--- src/rtl/instr_encode_loader_pkg.sv ---
// Shared definitions for the instruction encode loader: packed-word field
// positions, gen encodings and the loader FSM state type.
package instr_encode_loader_pkg;

    localparam int unsigned INSTR_W = 32;

    localparam int unsigned OPC_MSB   = 31;
    localparam int unsigned OPC_LSB   = 28;
    localparam int unsigned RD_MSB    = 27;
    localparam int unsigned RD_LSB    = 22;
    localparam int unsigned RS_MSB    = 21;
    localparam int unsigned RS_LSB    = 16;
    // rt shares the imm6 slot in register-register forms
    localparam int unsigned RT_MSB    = 15;
    localparam int unsigned RT_LSB    = 10;
    localparam int unsigned IMM12_MSB = 21;
    localparam int unsigned IMM12_LSB = 10;
    localparam int unsigned IMM6_MSB  = 15;
    localparam int unsigned IMM6_LSB  = 10;

    localparam logic GEN_SVPC = 1'b1;
    localparam logic GEN_ADDI = 1'b0;

    typedef enum logic [1:0] {
        StIdle,
        StAccept,
        StWrite,
        StFull
    } state_e;

endpackage

--- src/rtl/instr_encode_loader_imm_range_pack.sv ---
// Range check and truncation of a 32-bit signed immediate into the 12-bit (SVPC)
// or 6-bit (add-immediate) field. IMM_SATURATE_EN clamps misfits instead.
module imm_range_pack
    import instr_encode_loader_pkg::*;
(
    input  logic        gen,
    input  logic [31:0] imm,
    output logic [11:0] imm_bits,
    output logic        fits
);

    logic fits12;
    logic fits6;

    // A value fits when every bit above the field's sign bit copies that sign bit
    assign fits12 = (imm[31:11] == {21{imm[11]}});
    assign fits6  = (imm[31:5]  == {27{imm[5]}});

    always_comb begin
        fits     = (gen == GEN_SVPC) ? fits12 : fits6;
        imm_bits = (gen == GEN_SVPC) ? imm[11:0] : {6'b0, imm[5:0]};
`ifdef IMM_SATURATE_EN
        if (!fits) begin
            if (gen == GEN_SVPC) begin
                imm_bits = imm[31] ? 12'h800 : 12'h7ff;
            end else begin
                imm_bits = imm[31] ? 12'h020 : 12'h01f;
            end
        end
`endif
    end

endmodule

--- src/rtl/instr_encode_loader.sv ---
// Packs decoded instruction fields and writes them sequentially into instruction
// memory, one word per two cycles. Optional macro IMM_SATURATE_EN clamps misfits.
module instr_encode_loader
    import instr_encode_loader_pkg::*;
#(
    parameter int unsigned ADDR_W = 8,
    parameter int unsigned DEPTH  = 256
) (
    input  logic              clk,
    input  logic              rst_n,
    input  logic              start,
    input  logic [ADDR_W-1:0] base_addr,
    input  logic              in_valid,
    output logic              in_ready,
    input  logic [3:0]        opcode,
    input  logic [5:0]        rd,
    input  logic [5:0]        rs,
    input  logic              gen,
    input  logic [31:0]       imm,
    input  logic              finish,
    output logic              mem_we,
    output logic [ADDR_W-1:0] mem_addr,
    output logic [31:0]       mem_wdata,
    output logic [ADDR_W:0]   word_count,
    output logic              busy,
    output logic              full,
    output logic              err_range
);

`ifdef IMM_SATURATE_EN
    localparam logic SAT_EN = 1'b1;
`else
    localparam logic SAT_EN = 1'b0;
`endif

    localparam logic [ADDR_W:0]   DEPTH_CNT = (ADDR_W+1)'(DEPTH);
    localparam logic [ADDR_W-1:0] ADDR_MAX  = '1;

    state_e              state_q, state_d;
    logic [ADDR_W-1:0]   addr_q, addr_d;
    logic [ADDR_W:0]     count_q, count_d;
    logic [INSTR_W-1:0]  hold_q, hold_d;
    logic                wr_ok_q, wr_ok_d;
    logic                full_q, full_d;
    logic                err_q, err_d;

    logic [11:0]         imm_bits;
    logic                imm_fits;
    logic [INSTR_W-1:0]  packed_word;
    logic                handshake;
    logic                reached_full;
    logic [ADDR_W:0]     count_inc;

    imm_range_pack u_imm_range_pack (
        .gen      (gen),
        .imm      (imm),
        .imm_bits (imm_bits),
        .fits     (imm_fits)
    );

    always_comb begin
        packed_word = '0;
        packed_word[OPC_MSB:OPC_LSB] = opcode;
        packed_word[RD_MSB:RD_LSB]   = rd;
        if (gen == GEN_SVPC) begin
            packed_word[IMM12_MSB:IMM12_LSB] = imm_bits;
        end else begin
            packed_word[RS_MSB:RS_LSB]     = rs;
            packed_word[IMM6_MSB:IMM6_LSB] = imm_bits[5:0];
        end
    end

    // finish masks in_ready combinationally so it always beats a handshake
    assign in_ready  = (state_q == StAccept) && !finish;
    assign handshake = in_ready && in_valid;
    assign mem_we    = (state_q == StWrite) && wr_ok_q;
    assign count_inc = count_q + (ADDR_W+1)'(1);

    always_comb begin
        state_d      = state_q;
        addr_d       = addr_q;
        count_d      = count_q;
        hold_d       = hold_q;
        wr_ok_d      = wr_ok_q;
        full_d       = full_q;
        err_d        = err_q;
        reached_full = 1'b0;

        unique case (state_q)
            StIdle: begin
                if (start) begin
                    state_d = StAccept;
                    addr_d  = base_addr;
                    count_d = '0;
                    err_d   = 1'b0;
                    full_d  = 1'b0;
                end
            end
            StAccept: begin
                if (finish) begin
                    state_d = StIdle;
                end else if (handshake) begin
                    hold_d  = packed_word;
                    wr_ok_d = imm_fits || SAT_EN;
                    err_d   = err_q || !imm_fits;
                    state_d = StWrite;
                end
            end
            StWrite: begin
                if (wr_ok_q) begin
                    count_d = count_inc;
                    // The address saturates at the top instead of wrapping to 0
                    if (addr_q != ADDR_MAX) begin
                        addr_d = addr_q + ADDR_W'(1);
                    end
                    reached_full = (count_inc == DEPTH_CNT) || (addr_q == ADDR_MAX);
                end
                full_d = full_q || reached_full;
                if (finish) begin
                    state_d = StIdle;
                end else if (reached_full) begin
                    state_d = StFull;
                end else begin
                    state_d = StAccept;
                end
            end
            StFull: begin
                if (finish) begin
                    state_d = StIdle;
                end
            end
            default: state_d = StIdle;
        endcase
    end

    always_ff @(posedge clk or negedge rst_n) begin
        if (!rst_n) begin
            state_q <= StIdle;
            addr_q  <= '0;
            count_q <= '0;
            hold_q  <= '0;
            wr_ok_q <= 1'b0;
            full_q  <= 1'b0;
            err_q   <= 1'b0;
        end else begin
            state_q <= state_d;
            addr_q  <= addr_d;
            count_q <= count_d;
            hold_q  <= hold_d;
            wr_ok_q <= wr_ok_d;
            full_q  <= full_d;
            err_q   <= err_d;
        end
    end

    assign mem_addr   = addr_q;
    assign mem_wdata  = hold_q;
    assign word_count = count_q;
    assign busy       = (state_q != StIdle);
    assign full       = full_q;
    assign err_range  = err_q;

endmodule

--- config.mk ---
export PLATFORM = sky130hd
export DESIGN_NAME = instr_encode_loader
export DESIGN_NICKNAME = d
export VERILOG_FILES = /design/src/rtl/instr_encode_loader_pkg.sv /design/src/rtl/instr_encode_loader_imm_range_pack.sv /design/src/rtl/instr_encode_loader.sv
export SDC_FILE = /design/constraint.sdc
export NUM_CORES = 1
export LEC_CHECK = 0
export CORE_MARGIN = 2
export CORE_UTILIZATION = 40
export DETAILED_ROUTE_END_ITERATION = 8
export GPL_TIMING_DRIVEN = 1
export PLACE_DENSITY_LB_ADDON = 0.15
export SETUP_SLACK_MARGIN = 0.15
export SKIP_CTS_REPAIR_TIMING = 1
export SLEW_MARGIN = 10
export SYNTH_ARGS = -nofsm -noshare
export SYNTH_HDL_FRONTEND = slang
export SYNTH_SLANG_ARGS = --single-unit
--- constraint.sdc ---
create_clock -name clk -period 1.85 [get_ports clk]
set_input_delay 0.37 -clock clk [delete_from_list [all_inputs] [get_ports clk]]
set_output_delay 0.37 -clock clk [all_outputs]
set_load 0.005 [all_outputs]
Yosys cells after proc, flatten, opt, wreduce, memory -nomap -nowiden:

Cells that the tools add are included.

* register bits after elaboration: 44
* input port bits: 62
* output and inout bits: 54
* logic and storage cells: 67

* add/subtract/negate cells: 2
* equal/unequal tests: 15
* muxes and demuxes: 24
* bitwise operators: 1
* reduce and logical (&&, ||, !) cells: 18

Operators with widths (number)
* $eq A26 B26 Y1: 1
* $mux W12: 2
* $mux W8: 3
* $eq A20 B20 Y1: 1
* $mux W9: 2
* $pmux W9 S2: 1
* $pmux W8 S2: 1
* $mux W2: 6
* $ne A2 B2 Y1 const B: 5
* $add A9 B1 Y9 const B: 1
* $eq A9 B9 Y1 const B: 1
* $reduce_and A3 Y1: 3
* $add A8 B1 Y8 const B: 1
* $eq A8 B8 Y1 const B: 1
* $ne A8 B8 Y1 const B: 1
* $pmux W2 S4: 1
* $reduce_and A4 Y1: 2
* $mux W1: 6
* $reduce_bool A2 Y1: 3
* $eq A2 B2 Y1 const B: 2
* $pmux W1 S2: 2
* $logic_and A1 B1 Y1: 3
* $logic_or A1 B1 Y1: 3
* $ne A3 B3 Y1 const B: 1
* 6 further kinds: 7

Depth between registers and ports, before layout:

* depth after elaboration: 8
* gate-level depth with buffers: 7
* mapped depth without buffers: 6

Modules after synthesis:

A second synthesis with hierarchy kept.

* cell total of the unflattened synthesis: 257
* area, all modules: 2468.6 um2

Modules (own cells, without submodules)
* instr_encode_loader: times used 1, cells an instance 220, area each 2228.4 um2, sequential area each 1101.1 um2
* imm_range_pack: times used 1, cells an instance 37, area each 240.2 um2, sequential area each 0.0 um2

Least setup slack after synthesis:

No wires, ideal clock.

* path kind: input port to flip-flop
* from: input imm[13]
* to: register err_q (netlist: err_range)
* setup time: 0.128 ns
* arrival time: 1.603 ns
* data required time: 1.722 ns
* slack: 0.119 ns
* cell stages on the path: 4
* path buffers: 0
* cells stage by stage: or4_1 or4_1 a32oi_1 nand2_1

* longest elaborated chain between the ends: 7
* elaborated cells between the ends (all ways): 8
* classes of those cells: eq/ne: 2; mux: 4; reduce/logical: 2

RTL lines
* start: declaration: line instr_encode_loader.sv:19 `input logic [31:0] imm,`
* $eq A26 B26 Y1 / $eq A20 B20 Y1 (equally long branches): line instr_encode_loader_imm_range_pack.sv:17, instr_encode_loader_imm_range_pack.sv:16
* $mux W1 (*): line instr_encode_loader_imm_range_pack.sv:20 `fits = (gen == GEN_SVPC) ? fits12 : fits6;`
* $logic_not A1 Y1 (*): line instr_encode_loader.sv:105 `err_d = err_q || !imm_fits;`
* $logic_or A1 B1 Y1 (*): line instr_encode_loader.sv:105
* $mux W1 (*): line instr_encode_loader.sv:102 `end else if (handshake) begin`
* $mux W1 (*): line instr_encode_loader.sv:100 `if (finish) begin`
* $pmux W1 S2 (*): line instr_encode_loader.sv:89 `unique case (state_q)`
* end signal: assignment: line instr_encode_loader.sv:152 `err_q <= err_d;`
* end: declaration: line instr_encode_loader.sv:45 `logic err_q, err_d;`

Mark *: on every way between the ends. The rest lies on a longest branch, timed or not. The select of a mux whose other input is x is not followed.
A chain may end at the register's enable or synchronous reset.

Worst setup path in the final report:

* from: register state_q[1]
* to: output in_ready

* longest elaborated chain between the ends: 2

RTL lines
* start: declaration: line instr_encode_loader.sv:39 `state_e state_q, state_d;`
* start signal: assignment: line instr_encode_loader.sv:138 `state_q <= StIdle;`
* start signal: assignment: line instr_encode_loader.sv:146 `state_q <= state_d;`
* $eq A2 B1 Y1: line instr_encode_loader.sv:74 `assign in_ready = (state_q == StAccept) && !finish;`
* $logic_and A1 B1 Y1: line instr_encode_loader.sv:74
* end: declaration: line instr_encode_loader.sv:14 `output logic in_ready,`

Every way passes these cells.

==> results.py <==
metrics = {
    "outcome": {
        "status": "finished clean",
    },
    "placement": {
        "place_ws_ns": -0.430,
        "hpwl_um": 4680,
        "port_buffers": 105,
        "routabilityCongestion": 0.823,
    },
    "critical_path": {
        "cp_num_buf_inv": 2,
        "arrival_ns": 1.29,
        "r2r_end": "mem_wdata[24]",
        "cp_top_family": "flip-flops",
        "cp.required_ns": 1.48,
        "cpPeakStageDelay_ns": 0.48,
        "critPathKind": "flop to output port",
        "critPathCaptureType": "output port",
        "rrSetupSlack_ns": 0.19,
        "path_cells": "buf_4 > nor3b_2 > dlymetal6s2s_1",
        "critPathLaunchType": "flop",
        "r2r_cells": 5,
        "rr_startpoint": "state_q[1]",
        "cp.depth": 3,
        "slowest_stage": "dfrtp_2",
        "crit_fanout": 7,
        "crit_start": "state_q[1]",
    },
    "global_route": {
        "track_usage": 0.192,
        "antenna_found_initial": 0,
        "grt_pass1_vias": 2195,
        "grt_max_degree": 25,
        "grt_pass1_wl_um": 9790,
        "overflow": 0,
    },
    "layout": {
        "finalNetCount": 419,
        "n_antenna_cell": 0,
        "area_delta_synth_final_pct": 63.5,
        "final_util": 0.678,
        "final_layout_size_suffix_gt1_frac": 0.183,
    },
    "synth": {
        "syn-cell-area_sq_mm": 0.00230,
        "synth-simple-area-share": 0.164,
        "yosysWarnings": 0,
        "synth_top_area_frac": 0.479,
        "ys.flop_type": "dfrtp_1",
        "yosysTopAreaCell": "dfrtp_1",
        "ys_seq_area_frac": 0.479,
        "synth_mux_area_frac": 0.109,
        "synthAdderAreaFrac": 0.0109,
        "yosys-top-cells-area": "dfrtp_1, mux2_2, a21oi_1",
        "synth_edf_count": 0,
        "synth_xor_area_frac": 0.00381,
        "async_flop_share": 1.00,
        "synth_compound_area_frac": 0.170,
        "synth_top_family_by_area": "compound AO/OA/AOI/OAI gates",
        "netlist_instances": 233,
        "yosysUniqueCellTypes": 45,
        "syn_area_per_cell_sq_um": 9.86,
        "ys_seq_elements": 44,
    },
    "floorplanning": {
        "die_area_sq_mm": 0.00637,
        "core-area_sq_mm": 0.00554,
        "initial_core_util": 0.415,
        "dieWidth_um": 79.8,
        "die_h_um": 79.8,
        "num_rows": 27,
        "ios": 116,
    },
    "route": {
        "via_count": 2230,
        "wl_per_cell_um": 14.6,
        "drc": 0,
        "wirelength_um": 6260,
        "drtAntennaViolNets": 0,
        "avgViaCountPerCell": 5.21,
        "first_iter_violations": 67,
        "dr.pass1.iters": 5,
    },
    "pwr": {
        "swShare": 0.294,
        "irDropWorstVdd_mv": 0.522,
        "power.internal_uw": 2390,
        "p_leak_uw": 0.00178,
        "p_total_uw": 3390,
        "seq_power_share": 0.429,
        "p_switching_uw": 998,
        "power_density_mw_per_mm2": 903,
        "power_frac_clock": 0.185,
        "share_comb_of_total_power": 0.386,
    },
    "timing": {
        "worst_slack_ns": 0.193,
        "worst_pin_slew_ns": 0.535,
        "report.final.setup_viol": 0,
        "min_period_ns": 1.66,
        "hold_ws_ns": 0.0465,
        "slew_headroom": 0.643,
        "drv_slew": 0,
        "min_period_over_period": 0.896,
        "max_freq_mhz": 603,
        "hold_viol_final": 0,
        "tns_ns": 0,
        "clock_skew_ns": 0.00522,
        "rsz0062_at_grt": "true",
    },
    "clock_network": {
        "cts_tree": "yes",
        "h-tree-depth": 2,
        "cts_made_buffers": 5,
        "clock_latency_ns": 0.29,
        "cts_sinks": 44,
        "clkTransAtPathRegs_ns": 0.08,
        "clockRootBuffer": "clkbuf_8",
        "clk_path_buf_depth": 2,
    },
    "hold_path": {
        "hold_class": "input pin to asynchronous set/reset pin",
    },
    "flow_run": {
        "drv_cap": 0,
    },
}
[cells by family (layout without fill, tap and decap cells)]
logic type	Yosys count	in the layout
buffers and inverters	25	139
flip-flops	44	44
adder cells (fa/ha/maj)	2	2
XOR/XNOR	1	1
AND/OR/NAND/NOR	73	73
AO/OA/AOI/OAI	64	64
multiplexers	23	23
other	1	10
[layer usage]
layer	vias to the layer above	part of all wire	global-route usage
li1	1086	-	-
met1	1070	0.43	0.241
met2	64	0.50	0.328
met3	10	0.058	0.0452
met4	0	0.011	0.0610
met5	-	0	0
[worst reg2reg max path, delay by kind of cell (launching register included)]
family                 cells  cell delay, ns
AND/OR/NAND/NOR            2            0.37
buffers and inverters      2            0.34
multiplexers               1            0.36
flip-flops                 1            0.48
[area by class of cell]
| cell class | instances | area (sq um) |
|---|---|---|
| Clock buffer | 6 | 82.6 |
| Multi-Input combinational cell | 173 | 1150 |
| Sequential cell | 44 | 1110 |
| Fill cell | 464 | 1780 |
| Timing Repair Buffer | 125 | 1290 |
| Clock inverter | 2 | 10.0 |
| Tap cell | 72 | 90.1 |
| Inverter | 6 | 22.5 |
[synth_stat cells (2+ instances only)]
| cell type | instances |
|---|---|
| o21ai_0 | 19 |
| nand2b_1 | 3 |
| buf_4 | 11 |
| buf_2 | 4 |
| and3_1 | 3 |
| a22o_1 | 2 |
| o22ai_1 | 5 |
| a31oi_1 | 3 |
| ha_1 | 2 |
| clkbuf_1 | 3 |
| mux2i_1 | 7 |
| mux2_2 | 16 |
| inv_1 | 5 |
| or4_1 | 2 |
| nand2_1 | 17 |
| nor4_1 | 4 |
| dfrtp_1 | 44 |
| a41o_1 | 2 |
| nand3_1 | 8 |
| o31ai_1 | 2 |
| nor2_1 | 16 |
| nand4_1 | 11 |
| a21oi_1 | 22 |
[per-stage QoR]
| stage | cells | area (sq um) |
|---|---|---|
| 5_1_grt | 428 | 3760 |
| 4_1_cts | 423 | 3590 |
| 2_1_floorplan | 242 | 2330 |
| 6_report | 428 | 3760 |
| 3_3_place_gp | 415 | 3500 |
| 3_5_place_dp | 415 | 3500 |
[how the worst max path moves through the flow]
stage | endpoint | slack, ns
2_1_floorplan | err_range | 0.12
3_3_place_gp | err_range | -0.35
3_5_place_dp | err_range | -0.43
4_1_cts | in_ready | -0.14
5_1_grt | state_q[1] | 0.11
6_report | in_ready | 0.19
[power groups by stage]
stage	registers, uW	logic [uW]	clock network, uW
3_5_place_dp	1470	1290	0
5_1_grt	1500	1420	687
4_1_cts	1450	1290	652
3_3_place_gp	1450	1270	0
2_1_floorplan	1450	462	0
6_report	1460	1310	628
[cell usage in the layout (no fill, tap or decap), types with 10 or more instances in the layout]
master,instances
clkdlybuf4s50_1,81
buf_4,17
nor2_1,15
dlymetal6s2s_1,23
conb_1,10
o21ai_0,19
nand2_1,17
mux2_2,16
a21oi_1,22
nand4_1,11
dfrtp_1,37
[registers in the layout, summed over array words and instances, names as in the netlist]
signal / count
err_range: 1
full: 1
mem_addr: 8
mem_wdata: 22
state_q: 2
word_count: 9
wr_ok_q: 1
Power figures use the tool's default switching activity.
